--- src/rtl/booth_mac_accum.sv ---
// booth_mac_accum
//   Consumer of a Booth multiplier. It captures one signed product {prod_hi,prod_lo}
//   on each rising edge of done and adds it into a saturating accumulator. After
//   NUM_TERMS products it holds the sum on a valid/ready output port.
// Ports:
//   clk        rising-edge clock (shared with the multiplier)
//   rst        synchronous active-high reset
//   done       multiplier done level; only its rising edge is used
//   prod_hi    product upper half (A register), W bits
//   prod_lo    product lower half (Q register), W bits
//   clear_acc  synchronous flush, same effect as rst
//   out_ready  downstream accepts acc_out
//   out_valid  acc_out holds a completed sum
//   acc_out    accumulated signed sum, ACC_W bits
//   term_cnt   products accumulated into the current sum
//   sat_flag   sticky: saturation occurred in the current sum
//   overrun    sticky: a product was dropped while holding a result
module booth_mac_accum #(
  parameter int W         = 5,
  parameter int ACC_W     = 16,
  parameter int NUM_TERMS = 4
) (
  input  logic             clk,
  input  logic             rst,
  input  logic             done,
  input  logic [W-1:0]     prod_hi,
  input  logic [W-1:0]     prod_lo,
  input  logic             clear_acc,
  input  logic             out_ready,
  output logic             out_valid,
  output logic [ACC_W-1:0] acc_out,
  output logic [7:0]       term_cnt,
  output logic             sat_flag,
  output logic             overrun
);

  typedef enum logic {S_ACC = 1'b0, S_HOLD = 1'b1} state_t;

  localparam logic [7:0] LP_NUM_TERMS = 8'(NUM_TERMS);

  state_t           r_state, w_state_next;
  logic             r_done_d;
  logic [ACC_W-1:0] r_acc, w_acc_next;
  logic [7:0]       r_cnt, w_cnt_next;
  logic             r_sat, w_sat_next;
  logic             r_ovr, w_ovr_next;

  logic             w_cap;
  logic             w_accept;
  logic [2*W-1:0]   w_prod;
  logic [ACC_W:0]   w_prod_ext;
  logic [ACC_W:0]   w_sum;
  logic             w_pos_ovf;
  logic             w_neg_ovf;
  logic [ACC_W-1:0] w_sum_sat;
  logic [7:0]       w_cnt_inc;

  assign w_cap    = done & ~r_done_d;
  assign w_accept = (r_state == S_HOLD) & out_ready;
  assign w_prod   = {prod_hi, prod_lo};

  // One guard bit above ACC_W is enough: |product| <= 2^(ACC_W-1).
  assign w_prod_ext = {{(ACC_W + 1 - 2*W){w_prod[2*W-1]}}, w_prod};
  assign w_sum      = {r_acc[ACC_W-1], r_acc} + w_prod_ext;

  // Guard bit and top result bit disagree -> the sum left the ACC_W range.
  assign w_pos_ovf = ~w_sum[ACC_W] &  w_sum[ACC_W-1];
  assign w_neg_ovf =  w_sum[ACC_W] & ~w_sum[ACC_W-1];

  always_comb begin
    w_sum_sat = w_sum[ACC_W-1:0];
    if (w_pos_ovf)
      w_sum_sat = {1'b0, {(ACC_W-1){1'b1}}};
    else if (w_neg_ovf)
      w_sum_sat = {1'b1, {(ACC_W-1){1'b0}}};
  end

  assign w_cnt_inc = r_cnt + 8'd1;

  always_comb begin
    w_state_next = r_state;
    w_acc_next   = r_acc;
    w_cnt_next   = r_cnt;
    w_sat_next   = r_sat;
    w_ovr_next   = r_ovr;
    case (r_state)
      S_ACC: begin
        if (w_cap) begin
          w_acc_next = w_sum_sat;
          w_cnt_next = w_cnt_inc;
          w_sat_next = r_sat | w_pos_ovf | w_neg_ovf;
          if (w_cnt_inc == LP_NUM_TERMS)
            w_state_next = S_HOLD;
        end
      end
      S_HOLD: begin
        if (w_accept) begin
          w_sat_next = 1'b0;
          w_ovr_next = 1'b0;
          if (w_cap) begin
            // The product arriving with the accept starts the next sum; a
            // single product can never saturate since ACC_W >= 2*W.
            w_acc_next   = w_prod_ext[ACC_W-1:0];
            w_cnt_next   = 8'd1;
            w_state_next = (LP_NUM_TERMS == 8'd1) ? S_HOLD : S_ACC;
          end else begin
            w_acc_next   = '0;
            w_cnt_next   = 8'd0;
            w_state_next = S_ACC;
          end
        end else if (w_cap) begin
          w_ovr_next = 1'b1;
        end
      end
      default: w_state_next = S_ACC;
    endcase
  end

  always_ff @(posedge clk) begin
    if (rst || clear_acc) begin
      r_state  <= S_ACC;
      r_done_d <= 1'b0;
      r_acc    <= '0;
      r_cnt    <= 8'd0;
      r_sat    <= 1'b0;
      r_ovr    <= 1'b0;
    end else begin
      r_state  <= w_state_next;
      r_done_d <= done;
      r_acc    <= w_acc_next;
      r_cnt    <= w_cnt_next;
      r_sat    <= w_sat_next;
      r_ovr    <= w_ovr_next;
    end
  end

  assign out_valid = (r_state == S_HOLD);
  assign acc_out   = r_acc;
  assign term_cnt  = r_cnt;
  assign sat_flag  = r_sat;
  assign overrun   = r_ovr;

endmodule
--- config.mk ---
export PLATFORM = sky130hd
export DESIGN_NAME = booth_mac_accum
export DESIGN_NICKNAME = d
export VERILOG_FILES = /design/src/rtl/booth_mac_accum.sv
export SDC_FILE = /design/constraint.sdc
export NUM_CORES = 1
export LEC_CHECK = 0
export CAP_MARGIN = 10
export CORE_AREA = 2 2 81 83
export DETAILED_ROUTE_END_ITERATION = 16
export DIE_AREA = 0 0 83 85
export PLACE_DENSITY_LB_ADDON = 0.3
export RECOVER_POWER = 25
export SETUP_SLACK_MARGIN = 0.02
export SKIP_LAST_GASP = 1
export SLEW_MARGIN = 10
export SYNTH_ARGS = -nofsm -noshare
export SYNTH_HDL_FRONTEND = slang
export SYNTH_SLANG_ARGS = --single-unit
--- constraint.sdc ---
create_clock -name clk -period 6.6 [get_ports clk]
set_input_delay 0.66 -clock clk [delete_from_list [all_inputs] [get_ports clk]]
set_output_delay 0.66 -clock clk [all_outputs]
set_load 0.01 [all_outputs]
==> metrics.md, run 1 <==
| Metric | Value |
|---|---|
| VDD IR max | 0.0837 mV |
| Sw frac | roughly 29% |
| Status | completed |
| HP Class | flop to flop |
| Simple-gate portion of the synthesized area | between 20% and 30% |
| Vias per cell | 5.41 |
| CTS Root Cell | clkbuf_8 |
| Power share of the clock group | a little under a third |
| WP data arrival | ~4 ns |
| P_int | approximately 310 uW |
| Nature of the critical path endpoint | flop |
| Router iterations before antenna repair | 4 |
| LEAKAGE | 0.00110 uW |
| Post-Route WL | between 5000 and 6000 um |
| Mapped Cells | 270 |
| # diodes | 0 |
| Longest Clk Path Bufs | 2 |
| Postcts setup bufs | 0 |
| Mean Syn Cell Area | about 8 sq um |
| # IOs | 42 |
| Xor and xnor area share after synthesis | 6.17% |
| Reg2reg end | acc_out[10] |
| Ys Warns | 0 |
| Final Util | a little over two fifths |
| Synth area leaders | dfxtp_1, ha_1, a21oi_1 |
| Total Routing Usage GR | between 10 and 15% |
| Final setup TNS | 0 ns |
| Die area | about 7100 sq um |
| Critical path capture point | acc_out[10] |
| Clock sink count | 28 |
| Largest net degree at the start of global routing | 24 |
| Vias | 2065 |
| PwrDens | 167 nW/um^2 |
| Max-slew violations | 0 |
| Antenna Nets Post-Route | 0 |
| Comb pwr share | 27.7% |
| DR WL/cell | around 14 um |
| Slew headroom | 33.1% |
| Total of fill cells in the finished design | approximately 630 |
| RSZ-0062 raised after global routing | no |
| Post-synth EDFFs | 0 |
| Gp weighted congestion | roughly 0.80 |
| Critical path data required time | between 6 and 7 ns |
| R2R depth | 10 |
| Post-synthesis compound-gate area fraction | 31.2% |
| Ys async rst share | 0% |
| Syn Nets | 304 |
| Sequential share of power | around two fifths |
| Main combinational cell family by area after synthesis | compound AO/OA/AOI/OAI gates |
| GRT overflow | 0 |
| Yosys cell types | 52 |
| Vias in the first global route | 1949 |
| Clock latency on the worst-skew pair | 0.28 ns |
| Core Box Area | just over 6000 sq um |
| Resized Gates After CTS | 0 |
| Minimum clock period | roughly 3.8 ns |
| Post-synthesis adder-cell area fraction | between 10 and 15% |
| CTS Hold Buffers Added | 0 |
| Initial Util | 34.3% |
| Fin crit share | between 50% and 60% |
| Die W | 83 um |
| Top_reg_cell synth | dfxtp_1 |
| Mux contribution to synthesized area | less than 1% |
| Synthesized cell area | approximately 2100 sq um |
| Psw | approximately 130 uW |
| Maxcap violations | 0 |
| Register bit count reported by yosys | 28 |
| First-pass GRT wire length | ~9000 um |
| Final count of hold timing violations | 0 |
| Row cnt | 29 |
| Number of DRC markers in iteration 0 | 76 |
| DP HPWL | 3850 um |
| Hold Crit Start | overrun |
| Share of cells above drive strength 1 | around 4.6% |
| Yosys top cell area share | about a quarter |
| Nets | 340 |
| Clock Skew | ~0.0029 ns |
| Area Growth Syn to Fin | 24.8% |
| Port Buffers | between 40 and 50 |
| Worst-margin pin slew | approximately 1 ns |
| Critical path class | input pin to flop |
| Max Clk Rate | 263 MHz |
| Post-synthesis sequential area ratio | between 20% and 30% |
| Total CTS buffers | 3 |
| Final setup fails | 0 |
| Setup crit start | prod_hi[4] |
| H-tree depth | 1 |
| Startpoint types | input pin |
| Maximum fanout along the worst path | 13 |
| Setup slack, reg-to-reg | 3.34 ns |
| CTS tree | done |
| Cell taking the most area after synthesis | dfxtp_1 |
| Clock slew at reported path FFs | about 0.10 ns |
| RR Startpoint | acc_out[0] |
| Die Ht | 85 um |
| Drt drc | 0 |
| Initial antenna violation count | 0 |
-- critical path, cell delays in order --
cell and delay [ns]:
clkdlybuf4s50_1 0.61, ha_1 0.47, a21o_1 0.21, a31o_1 0.20, a31o_1 0.23, or2_1 0.31, a311oi_2 0.91, nor4_1 0.16
a211oi_1 0.24
-- flip-flops by register name, indices dropped and copies added, names as in the netlist --
signal / flops
acc_out: 16
r_done_d: 1
term_cnt: 8
out_valid: 1
sat_flag: 1
overrun: 1
-- placed cells by master (no fill, tap or decap), types with 3 or more instances in the layout --
cell type / n
a22oi_1: 9
ha_1: 18
nor2_1: 27
nand3_1: 6
nand2b_1: 7
nand2_1: 21
xor2_1: 5
xnor2_1: 10
dlygate4sd3_1: 12
a211oi_1: 6
a21oi_1: 32
nor2b_1: 5
and3_1: 4
inv_1: 5
clkdlybuf4s50_1: 29
nor3_1: 4
clkbuf_8: 3
a31oi_1: 3
o21ai_0: 26
dfxtp_1: 28
a21o_1: 5
o21a_1: 3
-- stage by stage --
stage | total power (uW) | hold WS [ns] | std cells | instance area, sq um | setup slack (ns)
detailed placement | 308 | 0.511 | 378 | 2590 | 2.52
finish | 443 | 0.521 | 382 | 2660 | 2.80
CTS | 451 | 0.535 | 382 | 2660 | 2.84
floorplan | 269 | 0.532 | 270 | 2130 | 3.77
global placement | 307 | 0.500 | 378 | 2590 | 2.62
global route | 471 | 0.535 | 382 | 2660 | 2.56
-- kinds of logic after synthesis --
group,after synthesis
mux,1
flops,28
xor+xnor,15
simple gates,87
fa+ha+maj,19
buf+inv,16
compound gates,104
-- cell usage after synthesis (all sizes together) (3+ instances only) --
master  instances
o21ai          28
dfxtp          28
clkbuf          7
nor2           27
buf             4
a22oi           9
nor2b           5
xnor2          10
xor2            5
a211oi          7
nand2          21
ha             18
a311oi          3
inv             5
nand3           6
nand2b          7
nor4b           3
nor3            5
and3            4
a21o            5
o21a            3
a21oi          33
a31oi           4
-- final cells by class --
| type | count | area [sq um] | share of cell area, % |
|---|---|---|---|
| Inverter | 5 | 18.8 | 0.707 |
| Clock buffer | 3 | 41.3 | 1.55 |
| Sequential cell | 28 | 561 | 21.1 |
| Clock inverter | 1 | 30.0 | 1.13 |
| Timing Repair Buffer | 42 | 414 | 15.6 |
| Multi-Input combinational cell | 226 | 1500 | 56.3 |
| Tap cell | 77 | 96.3 | 3.63 |
-- routing by layer --
metal	up-vias	global-route usage (%)	part of all wire [%]
li1	1072	-	-
met1	961	18.5	48
met2	28	26.7	48
met3	4	3.11	2.8
met4	0	2.83	0.78
met5	-	0	0
-- power groups by stage --
stage               clock, uW  sequential (uW)  combinational [uW]
floorplan                   0              186                83.5
global placement            0              184                 123
detailed placement          0              184                 124
CTS                       147              180                 125
global route              153              181                 137
finish                    140              180                 123
-- worst min path at each step --
stage | slack (ns) | end | cells after the start
floorplan | 0.53 | term_cnt[1] | 2
global placement | 0.50 | overrun | 1
detailed placement | 0.51 | overrun | 1
global route | 0.54 | overrun | 1
CTS | 0.54 | overrun | 1
finish | 0.52 | overrun | 1
Note: power is estimated with default switching activity, not from simulation.
==> run 2, diff against run 1 <==
clock period = 3.5 ns   (was 6.6 ns; I/O delays follow)
==> metrics.md, run 2 (synthesized netlist as in run 1, its figures left out) <==
| Metric | Value |
|---|---|
| Max reg flops | 16 (unchanged) |
| R2R depth | 10 (unchanged) |
| Worst hold path stage count | 1 (unchanged) |
| Fin crit share | slightly below 90% |
| Final setup TNS | 0 ns (unchanged) |
| First-pass GRT wire length | 9020 um (+1.7%) |
| Drt drc | 0 (unchanged) |
| Resized Gates After CTS | 0 (unchanged) |
| Maximum fanout along the worst path | 8 (-5) |
| Vias per cell | 5.42 (+0.31%) |
| Critical Path Most Common Cell | a31o_1 |
| Nets | 346 (+1.8%) |
| PwrDens | 310 nW/um^2 (+86%) |
| Clock latency on the worst-skew pair | 0.28 ns (about the same) |
| Number of DRC markers in iteration 0 | 72 (-5.3%) |
| RSZ-0062 raised after global routing | no |
| Initial Util | 34.3% (unchanged) |
| CP cell instances | clkdlybuf4s50_1 > ha_1 > a21o_1 > a31o_1 > a31o_1 > or2_1 > nor4b_2 > a211oi_2 > a21oi_1 |
| Inst Count DP | 384 (+1.6%) |
| Total Routing Usage GR | 15.1% (+0.29 points) |
| CTS Hold Buffers Added | 0 (unchanged) |
| Clock Skew | 0.0108 ns (+0.00794 ns) |
| Clock sink count | 28 (unchanged) |
| Nature of the critical path endpoint | flop |
| Minimum clock period | roughly 3.1 ns |
| Die W | 83 um (unchanged) |
| Max Clk Rate | 322 MHz |
| Final count of hold timing violations | 0 (unchanged) |
| LEAKAGE | 0.00113 uW (+2.5%) |
| CTS Root Cell | clkbuf_8 |
| CP max stage cell | clkdlybuf4s50_1 |
| GRT overflow | 0 (unchanged) |
| Most common cell after layout, fill and taps aside | a21oi_1 |
| WP data arrival | 3.25 ns (-0.76 ns) |
| Slew headroom | 53.6% (+21 points) |
| Worst Hold Slack | 0.508 ns (-0.0135 ns) |
| CTS tree | done |
| Critical path data required time | 3.65 ns (-3.16 ns) |
| # IOs | 42 (unchanged) |
| Post-Route WL | 5390 um (+2.3%) |
| Total CTS buffers | 3 (unchanged) |
| Worst path max stage delay | 0.59 ns (-0.32 ns) |
| Initial antenna violation count | 0 (unchanged) |
| Reg2reg end | acc_out[10] |
| Port Buffers | 41 (unchanged) |
| Core Box Area | 6200 sq um (unchanged) |
| # diodes | 0 (unchanged) |
| Startpoint types | input pin |
| Router iterations before antenna repair | 4 (unchanged) |
| Die area | 7060 sq um (unchanged) |
| Share of cells above drive strength 1 | 6.43% (+1.8 points) |
| Total of fill cells in the finished design | 631 (+0.64%) |
| Gp weighted congestion | 0.813 (+1.2%) |
| Non-Filler Instances | 388 (+1.6%) |
| Sequential Area | 561 sq um (unchanged) |
| Worst-margin pin slew | 0.696 ns (-0.308 ns) |
| Multi-input gate area | 1500 sq um (unchanged) |
| Antenna Nets Post-Route | 0 (unchanged) |
| Clock slew at reported path FFs | 0.10 ns (about the same) |
| Setup slack, reg-to-reg | 0.71 ns (-2.63 ns) |
| DR WL/cell | 13.9 um (+0.70%) |
| Vias | 2104 (+1.9%) |
| Postcts setup bufs | 0 (unchanged) |
| Crit path buf inv count | 1 (unchanged) |
| Row cnt | 29 (unchanged) |
| Longest Clk Path Bufs | 2 (unchanged) |
| Max-slew violations | 0 (unchanged) |
| VDD IR max | 0.154 mV (+84%) |
| HP Class | flop to flop |
| H-tree depth | 1 (unchanged) |
| Vias in the first global route | 1960 (+0.56%) |
| CP top delay family | compound AO/OA/AOI/OAI gates |
| Hold path endpoint | overrun |
| Die Ht | 85 um (unchanged) |
| DP HPWL | 3960 um (+2.7%) |
| Most frequent cells in the layout | a21oi_1, clkdlybuf4s50_1, dfxtp_1 |
| Final setup fails | 0 (unchanged) |
| Status | completed |
| Largest net degree at the start of global routing | 23 (-4.2%) |
| RR Startpoint | acc_out[0] |
| Hold Crit Start | overrun |
| Critical path class | input pin to flop |
| Maxcap violations | 0 (unchanged) |
| Area Growth Syn to Fin | 26.9% |
==> run 2: changes by cell type in the layout (fill, tap and decap cells not counted) <==
cell	before	now
buf_4	0	6
clkdlybuf4s50_1	29	30
dlygate4sd3_1	12	11
==> run 2: report_power, final <==
group	leakage (uW)	total [uW]	switching, uW	internal, uW
combinational	0.000868	238	126	112
sequential	0.000228	339	9.25	330
clock	0.0000357	261	107	153
total	0.00113	838	242	596
==> run 2: area by class of cell <==
| class | instances | area share (%) |
|---|---|---|
| Multi-Input combinational cell | 226 | 55.3 |
| Sequential cell | 28 | 20.8 |
| Timing Repair Buffer | 48 | 17.0 |
| Tap cell | 77 | 3.57 |
| Clock buffer | 3 | 1.53 |
| Clock inverter | 1 | 1.11 |
| Inverter | 5 | 0.695 |
==> run 2: metrics by stage <==
step / utilization [%] / setup slack (ns) / instance area (sq um) / power, uW
floorplan: - / 0.926 / 2130 / 507
global placement: 42.4 / 0.164 / 2630 / 584
detailed placement: 42.4 / 0.0707 / 2630 / 586
CTS: 43.6 / 0.392 / 2710 / 851
global route: 43.5 / 0.174 / 2700 / 888
finish: 43.5 / 0.398 / 2700 / 838
==> run 2: metal layers <==
| layer | global-route usage (%) | up-vias | wire length [um] |
|---|---|---|---|
| met5 | 0 | - | 0 |
| met4 | 3.87 | 0 | 69 |
| met3 | 2.14 | 6 | 151 |
| met2 | 26.8 | 31 | 2700 |
| met1 | 19.4 | 988 | 2470 |
| li1 | - | 1079 | - |
==> run 2: how the worst max path moves through the flow <==
stage / end / depth (start not counted) / from / slack, ns
2_1_floorplan: acc_out[3] / 11 / acc_out[0] / 0.93
3_3_place_gp: acc_out[3] / 9 / prod_hi[4] / 0.16
3_5_place_dp: acc_out[2] / 9 / prod_hi[4] / 0.07
4_1_cts: acc_out[2] / 9 / prod_hi[4] / 0.39
5_1_grt: acc_out[8] / 9 / prod_hi[4] / 0.17
6_report: acc_out[3] / 9 / prod_hi[4] / 0.40
==> run 3, diff against run 2 <==
SKIP_LAST_GASP = default   (was 1)
==> results of run 3 <==
No change in the layout: final DEF, timing and power equal those of run 2.
